**src/rtl/spi_master_cmd.sv**
```systemverilog
// SPI mode-0 initiator: sends an 8-bit command plus DATA_W data bits MSB first under ncs,
// and captures the responder's status byte and read data from miso.
module spi_master_cmd #(
   parameter int unsigned CLK_DIV  = 4,
   parameter int unsigned CS_SETUP = 2,
   parameter int unsigned CS_HOLD  = 2,
   parameter int unsigned CS_GAP   = 3,
   parameter int unsigned DATA_W   = 32
) (
   input  logic              clk,
   input  logic              rst_n,
   input  logic              start,
   input  logic [7:0]        cmd,
   input  logic [DATA_W-1:0] data_in,
   output logic              busy,
   output logic              done,
   output logic [7:0]        stat_out,
   output logic [DATA_W-1:0] data_out,
   output logic              sck,
   output logic              mosi,
   output logic              ncs,
   input  logic              miso
);

   localparam int unsigned FRAME_W = 8 + DATA_W;
   localparam int unsigned CNT_W   = 8;

   localparam logic [CNT_W-1:0] DIV_LD   = CNT_W'(CLK_DIV - 1);
   localparam logic [CNT_W-1:0] SETUP_LD = CNT_W'(CS_SETUP - 1);
   localparam logic [CNT_W-1:0] HOLD_LD  = CNT_W'(CS_HOLD - 1);
   localparam logic [CNT_W-1:0] GAP_LD   = CNT_W'(CS_GAP - 1);
   localparam logic [CNT_W-1:0] LAST_BIT = CNT_W'(FRAME_W - 1);

   typedef enum logic [2:0] {
      IDLE  = 3'd0,
      SETUP = 3'd1,
      LOW   = 3'd2,
      HIGH  = 3'd3,
      HOLD  = 3'd4,
      GAP   = 3'd5
   } state_t;

   state_t              state, state_d;
   logic [CNT_W-1:0]    cnt, cnt_d;
   logic [CNT_W-1:0]    bit_cnt, bit_cnt_d;
   logic [FRAME_W-1:0]  tx_sr, tx_sr_d;
   logic [FRAME_W-1:0]  rx_sr, rx_sr_d;
   logic                sck_d, mosi_d, ncs_d, busy_d, done_d;
   logic [7:0]          stat_d;
   logic [DATA_W-1:0]   data_d;

   // State and all outputs are registered here
   always_ff @(posedge clk or negedge rst_n) begin
      if (!rst_n) begin
         state    <= IDLE;
         cnt      <= '0;
         bit_cnt  <= '0;
         tx_sr    <= '0;
         rx_sr    <= '0;
         sck      <= 1'b0;
         mosi     <= 1'b0;
         ncs      <= 1'b1;
         busy     <= 1'b0;
         done     <= 1'b0;
         stat_out <= '0;
         data_out <= '0;
      end else begin
         state    <= state_d;
         cnt      <= cnt_d;
         bit_cnt  <= bit_cnt_d;
         tx_sr    <= tx_sr_d;
         rx_sr    <= rx_sr_d;
         sck      <= sck_d;
         mosi     <= mosi_d;
         ncs      <= ncs_d;
         busy     <= busy_d;
         done     <= done_d;
         stat_out <= stat_d;
         data_out <= data_d;
      end
   end

   // Next-state and next-output logic; every phase counter counts down to zero
   always_comb begin
      state_d   = state;
      cnt_d     = cnt;
      bit_cnt_d = bit_cnt;
      tx_sr_d   = tx_sr;
      rx_sr_d   = rx_sr;
      sck_d     = sck;
      mosi_d    = mosi;
      ncs_d     = ncs;
      busy_d    = busy;
      done_d    = 1'b0;
      stat_d    = stat_out;
      data_d    = data_out;

      case (state)
         IDLE: begin
            if (start) begin
               tx_sr_d   = {cmd, data_in};
               bit_cnt_d = '0;
               ncs_d     = 1'b0;
               busy_d    = 1'b1;
               mosi_d    = cmd[7];
               if (CS_SETUP == 0) begin
                  state_d = LOW;
                  cnt_d   = DIV_LD;
               end else begin
                  state_d = SETUP;
                  cnt_d   = SETUP_LD;
               end
            end
         end

         SETUP: begin
            if (cnt == '0) begin
               state_d = LOW;
               cnt_d   = DIV_LD;
            end else begin
               cnt_d = cnt - CNT_W'(1);
            end
         end

         LOW: begin
            if (cnt == '0) begin
               sck_d   = 1'b1;
               state_d = HIGH;
               cnt_d   = DIV_LD;
            end else begin
               cnt_d = cnt - CNT_W'(1);
            end
         end

         // miso is sampled at the very end of the high phase to absorb responder sync latency
         HIGH: begin
            if (cnt == '0) begin
               rx_sr_d   = {rx_sr[FRAME_W-2:0], miso};
               tx_sr_d   = tx_sr << 1;
               sck_d     = 1'b0;
               bit_cnt_d = bit_cnt + CNT_W'(1);
               if (bit_cnt == LAST_BIT) begin
                  mosi_d  = 1'b0;
                  state_d = HOLD;
                  cnt_d   = HOLD_LD;
               end else begin
                  mosi_d  = tx_sr[FRAME_W-2];
                  state_d = LOW;
                  cnt_d   = DIV_LD;
               end
            end else begin
               cnt_d = cnt - CNT_W'(1);
            end
         end

         HOLD: begin
            if (cnt == '0) begin
               ncs_d  = 1'b1;
               done_d = 1'b1;
               stat_d = rx_sr[FRAME_W-1:DATA_W];
               data_d = rx_sr[DATA_W-1:0];
               if (CS_GAP == 0) begin
                  busy_d  = 1'b0;
                  state_d = IDLE;
               end else begin
                  state_d = GAP;
                  cnt_d   = GAP_LD;
               end
            end else begin
               cnt_d = cnt - CNT_W'(1);
            end
         end

         GAP: begin
            if (cnt == '0) begin
               busy_d  = 1'b0;
               state_d = IDLE;
            end else begin
               cnt_d = cnt - CNT_W'(1);
            end
         end

         default: state_d = IDLE;
      endcase
   end

endmodule

```
**config.mk**
```make
export PLATFORM = sky130hd
export DESIGN_NAME = spi_master_cmd
export DESIGN_NICKNAME = d
export VERILOG_FILES = /design/src/rtl/spi_master_cmd.sv
export SDC_FILE = /design/constraint.sdc
export NUM_CORES = 1
export LEC_CHECK = 0
export ABC_AREA = 1
export BUFFER_PORTS_ARGS = -buffer_cell sky130_fd_sc_hd__buf_2
export CORE_ASPECT_RATIO = 1.1
export CORE_MARGIN = 4
export CORE_UTILIZATION = 50
export DETAILED_ROUTE_END_ITERATION = 8
export PLACE_DENSITY_LB_ADDON = 0.15
export SLEW_MARGIN = 15
export SYNTH_ARGS = -nofsm -noshare
export SYNTH_HDL_FRONTEND = slang
export SYNTH_SLANG_ARGS = --single-unit
```
**constraint.sdc**
```tcl
create_clock -name clk -period 1.85 [get_ports clk]
set_clock_uncertainty 0.1 [all_clocks]
set_input_delay 0.0925 -clock clk [delete_from_list [all_inputs] [get_ports clk]]
set_output_delay 0.0925 -clock clk [all_outputs]
set_load 0.02 [all_outputs]
```
==> impl_results.md <==
- Reg clk slew, reported paths: 0.06 ns
- Clock sinks: 143
- Diodes inserted: 0
- # Max-Cap Violations: 0
- Fin util: 67.6%
- CTS Buffer Depth: 2
- Post-route ant nets: 0
- First-pass GRT wire length: 25.2 mm
- Path depth of the worst reg2reg path: 9
- CP startpoint kind: flip-flop
- Slew @ Worst Pin: between 0.5 and 0.6 ns
- GRT Overall Usage: 21.8%
- Synth area leader: dfrtp_1
- Post-synth EDFFs: 0
- Setup Crit Path Kind: flip-flop to flip-flop
- Gate Count Post-Synth: ~780
- Syn nets: between 800 and 900
- Synth Warn #: 0
- Core area: ~12000 sq um
- #FFs+latches synth: 143
- CP Max Fanout: 5
- Detailed-route DRC error count: 0
- Final setup viols: 0
- Adder-cell share of the synthesized area: 0.400%
- Avg Cell Area, Syn: 8.01 sq um
- Top_reg_cell synth: dfrtp_1
- PwrDens: 868 nW/um^2
- Status: completed
- GRT overflow: 0
- Compound-gate portion of the synthesized area: between 8 and 9%
- Post-synth ARST share: between 90% and 100%
- Share of layout cells above drive strength 1: 17.5%
- Most common library cells after synthesis: nand2_1 (371), dfrtp_1 (142), o21ai_0 (95)
- CP Buf/Inv Count: 3
- Post-Synth XOR/XNOR Area: less than 1%
- Fmax: 544 MHz
- Most Frequent Cell on Critical Path: o21ai_1
- Layout area overhead: 31.2%
- Mux cell area share after synthesis: 0%
- Top cells by area, synth: dfrtp_1 (57%), nand2_1 (22%), o21ai_0 (7.6%)
- Row Count: 42
- Gpl congestion: 0.941
- Port bufs: ~90
- Boundary Pins: 89
- Die height: 125 um
- Worst slack, placed: -0.156 ns
- CP delay by family, top: compound AO/OA/AOI/OAI gates
- Final hold vios: 0
- Slowest cell on crit path: dfrtp_1
- TritonCTS buffer count: 17
- WL/cell: 13.7 um
- R2R Setup Slk: 0.01 ns
- CTS tree: done
- Fin. max-slew vios: 0
- Final worst-path cycle share: 99.4%
- CP endpoint kind: flip-flop
- DPL Wire Length: 8.91 mm
- Slowest stage delay, CP: 0.40 ns
- Initial Utilization: 51.5%
- Slew headroom: 65.8%
- Required @ worst endpoint: 2.08 ns
- Post-synth top area share: 56.8%
- Drt pass-1 iters: 4
- Worst path cell trace: inv_2 -> ha_4 -> nand3_4 -> nor2_4 -> buf_6 -> clkinvlp_4 -> a21oi_4 -> o21ai_1 -> o21ai_1
- DR iter-0 viols: 334
- Top-count cell post-synth: nand2_1
- Seq/Total Area, Yosys: 57.3%
- Min Hold Slack: ~0.10 ns
- Post-Syn Area: around 6300 sq um
- Final net count: 967
- Worst skew pair latency: 0.41 ns
- VDD IR max: 0.000565 V
- Largest family of logic cells by synthesized area: simple AND/OR/NAND/NOR gates
- Die Wd: roughly 110 um
- RSZ-0062 raised after global routing: yes
- Total wire length: 14.9 mm
- Largest net degree at the start of global routing: 80
- Leakage: 4.12 nW
- Final Total Pwr: 0.00712 W
- Number of H-tree levels: 4
- Hold WC Path Type: primary input to asynchronous set/reset pin
- Synth cell types: 28
- Vias in the first global route: roughly 5400
- Critical Path AT: 2.07 ns
- Antenna violations before repair: 0
- Die footprint: between 10000 and 15000 sq um
- Worst r2r dst: state[2]
- Synth Area in Simple Gates: 26.3%
- DR vias: 5376
- Via/cell ratio: 4.94
- R2R Path Start: cnt[0]
- Final worst slack: 0.0116 ns
- Period minus WS final: 1.84 ns
- Worst setup path startpoint: cnt[0]
- Root Buffer: clkbuf_16
==> report_power, final <==
part	leakage, nW	switching, W	total [W]	internal, W
clock	0.318	0.00126	0.00376	0.00250
combinational	2.06	0.000112	0.000231	0.000119
sequential	1.74	0	0.00313	0.00313
==> stage by stage <==
step	setup TNS (ns)	area [sq um]	instances
floorplan	0	6250	781
global placement	-0.0645	6970	1008
detailed placement	-0.525	6970	1008
CTS	-0.0720	8100	1084
global route	-0.539	8200	1088
finish	0	8200	1088
==> cells by family after synthesis <==
family / Yosys count
AOI/OAI and AO/OA: 106
xor gates and xnor gates: 4
buffers and inverters: 104
adders and majority gates: 2
and+or+nand+nor: 422
DFF: 143
==> flip-flops by register name, summed over array words and instances, names as in the netlist <==
| name | count |
|---|---|
| bit_cnt | 8 |
| busy | 1 |
| cnt | 8 |
| data_out | 32 |
| done | 1 |
| mosi | 1 |
| ncs | 1 |
| rx_sr | 40 |
| sck | 1 |
| stat_out | 8 |
| state | 3 |
| tx_sr | 39 |
==> metal layers <==
layer	vias to the layer above	global-route usage, %	routed length [um]
met5	-	0	0
met4	0	9.15	355
met3	35	4.59	570
met2	129	36.7	7610
met1	2522	27.0	6320
li1	2690	-	-
==> area by class of cell <==
type	count	area, sq um
Multi-Input combinational cell	534	2320
Clock buffer	23	478
Tap cell	154	193
Sequential cell	143	3580
Clock inverter	9	180
Timing Repair Buffer	156	1180
Inverter	69	263
Fill cell	950	3940
==> repair_timing <==
| item | CTS | global route |
|---|---|---|
| gates resized for setup | 5 | 19 |
| cloned | 1 | 1 |
| pin swaps | 2 | 4 |
| endpoints found under the setup margin | 61 | 100 |
| buffers inserted | 1 | 4 |
| endpoints found under the hold margin | 183 | 0 |
| hold buffers | 42 | 0 |
==> placed cells by master, fill, tap and decap left out, types with 2 or more instances in the layout <==
cell | netlist | routed
buf_2 | 13 | 87
buf_6 | 1 | 2
buf_12 | 0 | 8
clkbuf_1 | 17 | 3
nor3_1 | 3 | 3
bufinv_16 | 0 | 5
xor2_1 | 3 | 3
o22ai_1 | 2 | 2
nand4_1 | 2 | 2
clkinvlp_4 | 0 | 2
nand3_1 | 17 | 15
clkbuf_8 | 0 | 3
clkinv_4 | 0 | 2
nand2_4 | 0 | 2
nor2_2 | 1 | 2
nor2_1 | 21 | 20
a21oi_1 | 5 | 3
a21oi_4 | 1 | 3
o21ai_0 | 95 | 90
dlygate4sd3_1 | 0 | 42
nand3b_1 | 2 | 2
inv_1 | 67 | 63
o21a_1 | 2 | 2
o21ai_1 | 0 | 4
clkbuf_16 | 0 | 18
nand2_1 | 371 | 371
buf_4 | 1 | 16
inv_2 | 2 | 5
dfrtp_1 | 142 | 142
==> worst max-delay path by stage <==
stage,slack [ns],depth (start not counted),end
floorplan,0.09,9,rx_sr[28]
global placement,-0.06,8,cnt[0]
detailed placement,-0.16,8,cnt[0]
CTS,-0.03,9,state[2]
global route,-0.09,9,state[2]
finish,0.01,9,state[2]
Power figures use the tool's default switching activity.
